<file path="src/rtl/alu_opcollect_core_if.sv">
// Driver-facing bundle for alu_opcollect_core.
//   master : the driver side (operands, command, qualifiers out; results in)
//   slave  : the ALU core side
// Signals: CE, MODE, CMD[3:0], OPA/OPB[W-1:0], INP_VALID[1:0], CIN (driver -> core)
//          RES[2W-1:0], RES_VALID, COUT, OFLOW, G, L, E, ERR, BUSY (core -> driver)
interface alu_opcollect_core_if #(
  parameter int DATA_WIDTH = 8
);
  logic                      CE;
  logic                      MODE;
  logic [3:0]                CMD;
  logic [DATA_WIDTH-1:0]     OPA;
  logic [DATA_WIDTH-1:0]     OPB;
  logic [1:0]                INP_VALID;
  logic                      CIN;
  logic [2*DATA_WIDTH-1:0]   RES;
  logic                      RES_VALID;
  logic                      COUT;
  logic                      OFLOW;
  logic                      G;
  logic                      L;
  logic                      E;
  logic                      ERR;
  logic                      BUSY;

  modport master (
    output CE, MODE, CMD, OPA, OPB, INP_VALID, CIN,
    input  RES, RES_VALID, COUT, OFLOW, G, L, E, ERR, BUSY
  );

  modport slave (
    input  CE, MODE, CMD, OPA, OPB, INP_VALID, CIN,
    output RES, RES_VALID, COUT, OFLOW, G, L, E, ERR, BUSY
  );
endinterface

</file>
<file path="src/rtl/alu_opcollect_core.sv">
// Parametrised ALU core with operand collection.
// Operands may arrive on different cycles; a two-operand command waits up to
// WAIT_CYCLES enabled cycles for the missing one before reporting ERR.
// Multiplies take one extra cycle with BUSY asserted. All outputs registered.
// Ports:
//   clk  - clock, all logic on posedge
//   rst  - synchronous active-high reset
//   bus  - alu_opcollect_core_if.slave: CE, MODE, CMD, OPA, OPB, INP_VALID, CIN in;
//          RES, RES_VALID, COUT, OFLOW, G, L, E, ERR, BUSY out
module alu_opcollect_core #(
  parameter int DATA_WIDTH  = 8,
  parameter int WAIT_CYCLES = 16
) (
  input logic                 clk,
  input logic                 rst,
  alu_opcollect_core_if.slave bus
);
  localparam int W   = DATA_WIDTH;
  localparam int LW  = $clog2(DATA_WIDTH);
  localparam int LW1 = LW + 1;
  localparam int TW  = (WAIT_CYCLES > 1) ? $clog2(WAIT_CYCLES) : 1;
  localparam logic [TW-1:0] TLAST  = TW'(WAIT_CYCLES - 1);
  localparam logic [LW:0]   WLEN   = LW1'(DATA_WIDTH);
  localparam logic [W:0]    ONE_W1 = {{W{1'b0}}, 1'b1};

  typedef enum logic [1:0] {S_IDLE, S_WAIT, S_MUL} state_t;

  typedef struct packed {
    logic [2*W-1:0] res;
    logic           cout;
    logic           oflow;
    logic           g;
    logic           l;
    logic           e;
    logic           err;
  } result_t;

  state_t          state_q, state_d;
  logic            mode_q, mode_d;
  logic [3:0]      cmd_q, cmd_d;
  logic            cin_q, cin_d;
  logic [W-1:0]    a_q, a_d;
  logic [W-1:0]    b_q, b_d;
  logic [1:0]      have_q, have_d;
  logic [TW-1:0]   timer_q, timer_d;
  logic [2*W-1:0]  res_q, res_d;
  logic            cout_q, cout_d;
  logic            oflow_q, oflow_d;
  logic            g_q, g_d;
  logic            l_q, l_d;
  logic            e_q, e_d;
  logic            err_q, err_d;
  logic            rv_q, rv_d;
  logic            busy_q, busy_d;

  // Effective command/operands: in WAIT the latched command is used and any
  // operand arriving now replaces the latched copy.
  logic            in_wait;
  logic            mode_e;
  logic [3:0]      cmd_e;
  logic            cin_e;
  logic [W-1:0]    a_e;
  logic [W-1:0]    b_e;
  logic [1:0]      have_e;

  assign in_wait = (state_q == S_WAIT);
  assign mode_e  = in_wait ? mode_q : bus.MODE;
  assign cmd_e   = in_wait ? cmd_q  : bus.CMD;
  assign cin_e   = in_wait ? cin_q  : bus.CIN;
  assign a_e     = bus.INP_VALID[0] ? bus.OPA : a_q;
  assign b_e     = bus.INP_VALID[1] ? bus.OPB : b_q;
  assign have_e  = (in_wait ? have_q : 2'b00) | bus.INP_VALID;

  // Single-cycle execution unit
  logic [W:0]      ar;
  logic            ar_used;
  logic [W-1:0]    lr;
  logic [LW-1:0]   amt;
  logic [LW:0]     amt_inv;
  logic            rot_bad;
  logic [1:0]      need_e;
  logic            mul_e;
  result_t         ex;

  always_comb begin
    ex      = '0;
    ar      = '0;
    ar_used = 1'b0;
    lr      = '0;
    need_e  = 2'b11;
    mul_e   = 1'b0;
    amt     = b_e[LW-1:0];
    amt_inv = WLEN - {1'b0, amt};
    rot_bad = |(b_e >> LW);
    if (mode_e) begin
      ar_used = (cmd_e <= 4'd7);
      case (cmd_e)
        4'd0:  ar = {1'b0, a_e} + {1'b0, b_e};
        4'd1:  ar = {1'b0, a_e} - {1'b0, b_e};
        4'd2:  ar = {1'b0, a_e} + {1'b0, b_e} + {{W{1'b0}}, cin_e};
        4'd3:  ar = {1'b0, a_e} - {1'b0, b_e} - {{W{1'b0}}, cin_e};
        4'd4:  begin ar = {1'b0, a_e} + ONE_W1; need_e = 2'b01; end
        4'd5:  begin ar = {1'b0, a_e} - ONE_W1; need_e = 2'b01; end
        4'd6:  begin ar = {1'b0, b_e} + ONE_W1; need_e = 2'b10; end
        4'd7:  begin ar = {1'b0, b_e} - ONE_W1; need_e = 2'b10; end
        4'd8:  begin
          ex.g = (a_e > b_e);
          ex.l = (a_e < b_e);
          ex.e = (a_e == b_e);
        end
        4'd9, 4'd10: mul_e = 1'b1;
        default: begin need_e = 2'b00; ex.err = 1'b1; end
      endcase
      if (ar_used) begin
        ex.res  = {{(W-1){1'b0}}, ar};
        ex.cout = ar[W];
        // odd opcodes 1,3,5,7 are the subtract/decrement family; bit W is the borrow
        ex.oflow = cmd_e[0] & ar[W];
      end
    end else begin
      case (cmd_e)
        4'd0:  lr = a_e & b_e;
        4'd1:  lr = ~(a_e & b_e);
        4'd2:  lr = a_e | b_e;
        4'd3:  lr = ~(a_e | b_e);
        4'd4:  lr = a_e ^ b_e;
        4'd5:  lr = ~(a_e ^ b_e);
        4'd6:  begin lr = ~a_e;      need_e = 2'b01; end
        4'd7:  begin lr = ~b_e;      need_e = 2'b10; end
        4'd8:  begin lr = a_e >> 1;  need_e = 2'b01; end
        4'd9:  begin lr = a_e << 1;  need_e = 2'b01; end
        4'd10: begin lr = b_e >> 1;  need_e = 2'b10; end
        4'd11: begin lr = b_e << 1;  need_e = 2'b10; end
        // a shift by W yields 0, so amt=0 leaves A unchanged
        4'd12: if (rot_bad) ex.err = 1'b1;
               else lr = (a_e << amt) | (a_e >> amt_inv);
        4'd13: if (rot_bad) ex.err = 1'b1;
               else lr = (a_e >> amt) | (a_e << amt_inv);
        default: begin need_e = 2'b00; ex.err = 1'b1; end
      endcase
      ex.res = {{W{1'b0}}, lr};
    end
  end

  // Multiply path works from the operands latched on entry to MUL
  logic [W:0]     mx;
  logic [W:0]     my;
  logic [2*W-1:0] prod;

  always_comb begin
    if (cmd_q == 4'd9) begin
      mx = {1'b0, a_q} + ONE_W1;
      my = {1'b0, b_q} + ONE_W1;
    end else begin
      mx = {a_q, 1'b0};
      my = {1'b0, b_q};
    end
    prod = {{(W-1){1'b0}}, mx} * {{(W-1){1'b0}}, my};
  end

  // Next-state / output logic
  always_comb begin
    state_d = state_q;
    mode_d  = mode_q;
    cmd_d   = cmd_q;
    cin_d   = cin_q;
    a_d     = a_q;
    b_d     = b_q;
    have_d  = have_q;
    timer_d = timer_q;
    res_d   = res_q;
    cout_d  = cout_q;
    oflow_d = oflow_q;
    g_d     = g_q;
    l_d     = l_q;
    e_d     = e_q;
    err_d   = 1'b0;
    rv_d    = 1'b0;
    busy_d  = busy_q;
    if (bus.CE) begin
      case (state_q)
        S_IDLE, S_WAIT: begin
          // IDLE and WAIT share the collection logic; IDLE only acts when
          // something arrives, and only WAIT counts towards the timeout.
          if (in_wait || (bus.INP_VALID != 2'b00)) begin
            if ((need_e & ~have_e) == 2'b00) begin
              have_d = 2'b00;
              if (mul_e) begin
                state_d = S_MUL;
                busy_d  = 1'b1;
                mode_d  = mode_e;
                cmd_d   = cmd_e;
                a_d     = a_e;
                b_d     = b_e;
              end else begin
                state_d = S_IDLE;
                rv_d    = 1'b1;
                {res_d, cout_d, oflow_d, g_d, l_d, e_d, err_d} = ex;
              end
            end else if (in_wait && (timer_q == TLAST)) begin
              state_d = S_IDLE;
              have_d  = 2'b00;
              rv_d    = 1'b1;
              err_d   = 1'b1;
              res_d   = '0;
              cout_d  = 1'b0;
              oflow_d = 1'b0;
              g_d     = 1'b0;
              l_d     = 1'b0;
              e_d     = 1'b0;
            end else begin
              state_d = S_WAIT;
              mode_d  = mode_e;
              cmd_d   = cmd_e;
              cin_d   = cin_e;
              a_d     = a_e;
              b_d     = b_e;
              have_d  = have_e;
              timer_d = in_wait ? (timer_q + TW'(1)) : '0;
            end
          end
        end
        S_MUL: begin
          state_d = S_IDLE;
          busy_d  = 1'b0;
          rv_d    = 1'b1;
          res_d   = prod;
          cout_d  = 1'b0;
          oflow_d = 1'b0;
          g_d     = 1'b0;
          l_d     = 1'b0;
          e_d     = 1'b0;
        end
        default: state_d = S_IDLE;
      endcase
    end
  end

  always_ff @(posedge clk) begin
    if (rst) begin
      state_q <= S_IDLE;
      mode_q  <= 1'b0;
      cmd_q   <= '0;
      cin_q   <= 1'b0;
      a_q     <= '0;
      b_q     <= '0;
      have_q  <= '0;
      timer_q <= '0;
      res_q   <= '0;
      cout_q  <= 1'b0;
      oflow_q <= 1'b0;
      g_q     <= 1'b0;
      l_q     <= 1'b0;
      e_q     <= 1'b0;
      err_q   <= 1'b0;
      rv_q    <= 1'b0;
      busy_q  <= 1'b0;
    end else begin
      state_q <= state_d;
      mode_q  <= mode_d;
      cmd_q   <= cmd_d;
      cin_q   <= cin_d;
      a_q     <= a_d;
      b_q     <= b_d;
      have_q  <= have_d;
      timer_q <= timer_d;
      res_q   <= res_d;
      cout_q  <= cout_d;
      oflow_q <= oflow_d;
      g_q     <= g_d;
      l_q     <= l_d;
      e_q     <= e_d;
      err_q   <= err_d;
      rv_q    <= rv_d;
      busy_q  <= busy_d;
    end
  end

  assign bus.RES       = res_q;
  assign bus.RES_VALID = rv_q;
  assign bus.COUT      = cout_q;
  assign bus.OFLOW     = oflow_q;
  assign bus.G         = g_q;
  assign bus.L         = l_q;
  assign bus.E         = e_q;
  assign bus.ERR       = err_q;
  assign bus.BUSY      = busy_q;
endmodule
</file>
<file path="src/flat_wrapper.sv">
// flat-port wrapper written by rule: the top's interface ports become plain ports
module alu_opcollect_core_flat 
#(
  parameter int DATA_WIDTH  = 8,
  parameter int WAIT_CYCLES = 16
)
  (clk, rst, bus_CE, bus_MODE, bus_CMD, bus_OPA, bus_OPB, bus_INP_VALID, bus_CIN, bus_RES, bus_RES_VALID, bus_COUT, bus_OFLOW, bus_G, bus_L, bus_E, bus_ERR, bus_BUSY);
  alu_opcollect_core_if #(.DATA_WIDTH(DATA_WIDTH)) bus_i ();
  input logic clk;
  input logic rst;
  input wire logic [$bits(bus_i.CE)-1:0] bus_CE;
  input wire logic [$bits(bus_i.MODE)-1:0] bus_MODE;
  input wire logic [$bits(bus_i.CMD)-1:0] bus_CMD;
  input wire logic [$bits(bus_i.OPA)-1:0] bus_OPA;
  input wire logic [$bits(bus_i.OPB)-1:0] bus_OPB;
  input wire logic [$bits(bus_i.INP_VALID)-1:0] bus_INP_VALID;
  input wire logic [$bits(bus_i.CIN)-1:0] bus_CIN;
  output wire logic [$bits(bus_i.RES)-1:0] bus_RES;
  output wire logic [$bits(bus_i.RES_VALID)-1:0] bus_RES_VALID;
  output wire logic [$bits(bus_i.COUT)-1:0] bus_COUT;
  output wire logic [$bits(bus_i.OFLOW)-1:0] bus_OFLOW;
  output wire logic [$bits(bus_i.G)-1:0] bus_G;
  output wire logic [$bits(bus_i.L)-1:0] bus_L;
  output wire logic [$bits(bus_i.E)-1:0] bus_E;
  output wire logic [$bits(bus_i.ERR)-1:0] bus_ERR;
  output wire logic [$bits(bus_i.BUSY)-1:0] bus_BUSY;
  assign bus_i.CE = bus_CE;
  assign bus_i.MODE = bus_MODE;
  assign bus_i.CMD = bus_CMD;
  assign bus_i.OPA = bus_OPA;
  assign bus_i.OPB = bus_OPB;
  assign bus_i.INP_VALID = bus_INP_VALID;
  assign bus_i.CIN = bus_CIN;
  assign bus_RES = bus_i.RES;
  assign bus_RES_VALID = bus_i.RES_VALID;
  assign bus_COUT = bus_i.COUT;
  assign bus_OFLOW = bus_i.OFLOW;
  assign bus_G = bus_i.G;
  assign bus_L = bus_i.L;
  assign bus_E = bus_i.E;
  assign bus_ERR = bus_i.ERR;
  assign bus_BUSY = bus_i.BUSY;
  alu_opcollect_core #(.DATA_WIDTH(DATA_WIDTH), .WAIT_CYCLES(WAIT_CYCLES)) u_core (.clk(clk), .rst(rst), .bus(bus_i));
endmodule
</file>
<file path="config.mk">
export PLATFORM = sky130hd
export DESIGN_NAME = alu_opcollect_core_flat
export DESIGN_NICKNAME = d
export VERILOG_FILES = /design/src/rtl/alu_opcollect_core_if.sv /design/src/rtl/alu_opcollect_core.sv /design/src/flat_wrapper.sv
export SDC_FILE = /design/constraint.sdc
export NUM_CORES = 1
export LEC_CHECK = 0
export CAP_MARGIN = 20
export CORE_MARGIN = 5
export CORE_UTILIZATION = 30
export DETAILED_ROUTE_END_ITERATION = 16
export PLACE_DENSITY = 0.42
export SYNTH_ARGS = -nofsm -noshare
export SYNTH_HDL_FRONTEND = slang
export SYNTH_SLANG_ARGS = --single-unit
</file>
<file path="constraint.sdc">
create_clock -name clk -period 6.14 [get_ports clk]
set_input_delay 1.228 -clock clk [delete_from_list [all_inputs] [get_ports clk]]
set_output_delay 1.228 -clock clk [all_outputs]
set_load 0.02 [all_outputs]
</file>
==> impl_metrics.json <==
{
  "drt-total-wl_um": 37400,
  "die_h_um": 188,
  "synth_compound_area_frac": 0.250,
  "cts-root-buf": "clkbuf_16",
  "path_clk_slew_ps": 80,
  "drv_cap": 0,
  "drt_iter0_drc": 719,
  "num_io_pins": 51,
  "via_count": 9531,
  "grt_antenna_before_repair": 0,
  "syn_avg_cell_area_um2": 7.63,
  "rows": 65,
  "fin_util": 0.346,
  "combPwrFrac": 0.613,
  "io_buffers": 50,
  "syn_area_um2": 9530,
  "clk_latency_ps": 320,
  "core_um2": 31500,
  "cp-startpoint": "u_core.a_q[1]",
  "wl_met2_um": 16700,
  "ir_worst_vdd_mv": 0.102,
  "met3_length_um": 1950,
  "fin_nets": 1465,
  "outcome": "completed",
  "fin_crit_sh": 0.918,
  "ys_ff_latch": 54,
  "synth_warnings": 0,
  "synth-edff-count": 0,
  "cp_slowest_cell": "fa_1",
  "crit_required_ps": 6310,
  "drtPass1Iterations": 5,
  "sw_frac_of_total": 0.491,
  "grt_pass1_wl_um": 58200,
  "synthMuxAreaShare": 0.0706,
  "die_area_um2": 35400,
  "tightest_slew_ps": 895,
  "synth_xor_area_frac": 0.0465,
  "cts_resized": 0,
  "yosys.area.top_type_share": 0.113,
  "final.setup.tns_ps": 0,
  "critPathKind": "reg -> reg",
  "drc_errors": 0,
  "p_leak_nw": 4.60,
  "synthSimpleGateAreaFrac": 0.215,
  "cts_tree": "built",
  "synth_seq_area_share": 0.113,
  "yosysTopAreaCell": "dfxtp_1",
  "cp_top_family": "adder cells",
  "grt_usage": 0.209,
  "worstPathCellList": "ha_1 > nand3_1 > or3_1 > o21ai_0 > a21oi_1 > buf_4 > nand2b_1 > fa_1 > inv_1 > fa_1 > inv_1 > fa_1 > fa_1 > inv_1 > ha_1 > o21ai_0 > a21oi_1 > o21ai_0 > a21oi_2 > a31oi_1 > xor2_1 > o31ai_1",
  "synth_commonest_cells": "140 x nor2_1, 120 x inv_1, 99 x nand2_1",
  "vias_per_cell": 5.59,
  "crit_top_cell": "fa_1",
  "cp_max_fo": 9,
  "cp_slowest_stage_delay_ps": 550,
  "areaGrowthSynthToFinish_pct": 14.4,
  "final_antenna_net_count": 0,
  "routed.top_layer": "met4",
  "power.switching_uw": 913,
  "ys_types": 96,
  "startpoint_type": "flop",
  "arrival_ps": 5800,
  "sequentialPowerShare": 0.220,
  "grt_pass1_vias": 9395,
  "fmax_mhz": 177,
  "cts_buffers": 5,
  "maxSlewViolCount": 0,
  "setup_viol": 0,
  "power.internal_uw": 948,
  "synth_fp_nets": 1414,
  "timing.final.crit_period_ps": 5640,
  "hold_class": "reg -> reg",
  "drive_gt1_frac": 0.0884,
  "start_util": 0.303,
  "synth_area_leaders": "dfxtp_1 11%, ha_1 11%, fa_1 11%",
  "cts_max_path_buffers": 2,
  "num-fill-cells": 3401,
  "synth_flop_cell": "dfxtp_1",
  "synthAdderAreaFrac": 0.223,
  "synthMostInstantiatedCell": "nor2_1",
  "rsz0062_at_grt": "no",
  "cts.sinks": 54,
  "cts_max_level": 2,
  "gp_congestion": 0.915,
  "detail_route.wl_per_cell_um": 21.9,
  "grt_max_degree": 57,
  "hold_buffers": 0,
  "endpoint_kind": "flop",
  "synthCells": 1249,
  "synth_top_family_by_area": "compound AO/OA/AOI/OAI gates",
  "met1Wirelength_um": 17700,
  "p_clk_frac": 0.167,
  "cts_setup_buffers": 0,
  "reg2reg_from": "u_core.a_q[1]",
  "slew_headroom": 0.401,
  "async_flop_share": 0,
  "hp-start": "u_core.bus.BUSY",
  "dieWidth_um": 188,
  "hpwl_um": 29700,
  "p_per_area_nw_per_um2": 171,
  "hold_violations": 0,
  "path_buf_inv": 4,
  "overflow": 0,
  "skew_ps": 12.7
}
[power groups by stage]
| stage | logic (mW) | registers, mW | clock network, mW |
|---|---|---|---|
| 6_report | 1.14 | 0.409 | 0.311 |
| 5_1_grt | 1.25 | 0.413 | 0.338 |
| 2_1_floorplan | 0.750 | 0.407 | 0 |
| 3_5_place_dp | 1.12 | 0.417 | 0 |
| 3_3_place_gp | 1.13 | 0.417 | 0 |
| 4_1_cts | 1.13 | 0.409 | 0.322 |
[layout make-up]
type	instances	area (um2)	share of cell area
inverters	123	462	0.0423
repair buffers	113	981	0.0900
diodes	1	2.50	0.000230
multi-input cells	1003	7730	0.709
flip-flops and latches	54	1080	0.0993
well taps	402	503	0.0461
clock inverters	2	16.3	0.00149
clock buffers	6	129	0.0118
[layout by cell type, fill, tap and decap left out, drive strengths merged, types with 5 or more instances in the layout]
cell type,netlist,routed
nand4,12,12
nor2,141,141
xnor2,30,30
o21ai,60,60
nor3,32,32
a211oi,44,44
nor3b,5,5
a21o,18,18
o221ai,5,5
dfxtp,54,54
or3,6,6
o31ai,7,7
clkbuf,44,6
o311ai,6,6
clkdlybuf4s50,0,49
o2111ai,5,5
buf,25,64
and3,10,10
or2,7,7
a221o,5,5
nand3b,5,5
o211ai,19,19
o22ai,26,26
nand2b,24,24
nand3,24,24
nor2b,12,12
a22oi,13,13
nand2,100,100
a21oi,55,55
a221oi,13,13
inv,122,123
xor2,18,18
ha,85,85
fa,53,53
a31oi,13,13
mux2i,57,57
and2,9,9
[metrics by stage]
stage	power (mW)	cell area (um2)	std cells	setup slack, ps	hold WS (ps)
after detailed placement	1.54	10700	1695	388	449
after CTS	1.86	10900	1703	330	465
final	1.86	10900	1704	504	459
after floorplan	1.16	9530	1249	726	437
after global routing	2.00	10900	1703	5.82	485
after global placement	1.55	10700	1695	417	442
[final timing paths]
kind	end	slack (ps)	cells after the start
worst max-delay path	u_core.bus.RES[14]	500	22
worst min-delay path	u_core.bus.BUSY	460	2
worst max register to register	u_core.bus.RES[14]	500	22
worst min register to register	u_core.bus.BUSY	460	2
[worst reg2reg max path, stage by stage (launching register included)]
cell      delay, ps
dfxtp_1         450
ha_1            230
nand3_1         140
or3_1           380
o21ai_0         160
a21oi_1          60
buf_4           180
nand2b_1        160
fa_1            520
inv_1            70
fa_1            500
inv_1            50
fa_1            470
fa_1            550
inv_1            40
ha_1            360
o21ai_0         130
a21oi_1         120
o21ai_0         280
a21oi_2         120
a31oi_1         210
xor2_1          220
o31ai_1         100
[metal layers]
metal / up-vias / GRT usage
li1: 4590 / -
met1: 4583 / 0.295
met2: 300 / 0.333
met3: 58 / 0.0302
met4: 0 / 0.0559
met5: - / 0
[cells by family after synthesis]
| family | after synthesis |
|---|---|
| AO/OA/AOI/OAI | 336 |
| AND/OR/NAND/NOR | 418 |
| adder cells (fa/ha/maj) | 138 |
| flip-flops | 54 |
| buffers and inverters | 192 |
| multiplexers | 62 |
| XOR/XNOR | 49 |
[registers in the layout, indices dropped and copies added (netlist names)]
| name | flops |
|---|---|
| u_core.bus.ERR | 1 |
| u_core.mode_q | 1 |
| u_core.have_q | 2 |
| u_core.timer_q | 4 |
| u_core.state_q | 2 |
| u_core.bus.L | 1 |
| u_core.bus.OFLOW | 1 |
| u_core.cin_q | 1 |
| u_core.bus.RES | 16 |
| u_core.bus.COUT | 1 |
| u_core.a_q | 8 |
| u_core.cmd_q | 4 |
| u_core.bus.E | 1 |
| u_core.bus.BUSY | 1 |
| u_core.bus.RES_VALID | 1 |
| u_core.bus.G | 1 |
| u_core.b_q | 8 |
(Power assumes the default switching activity.)
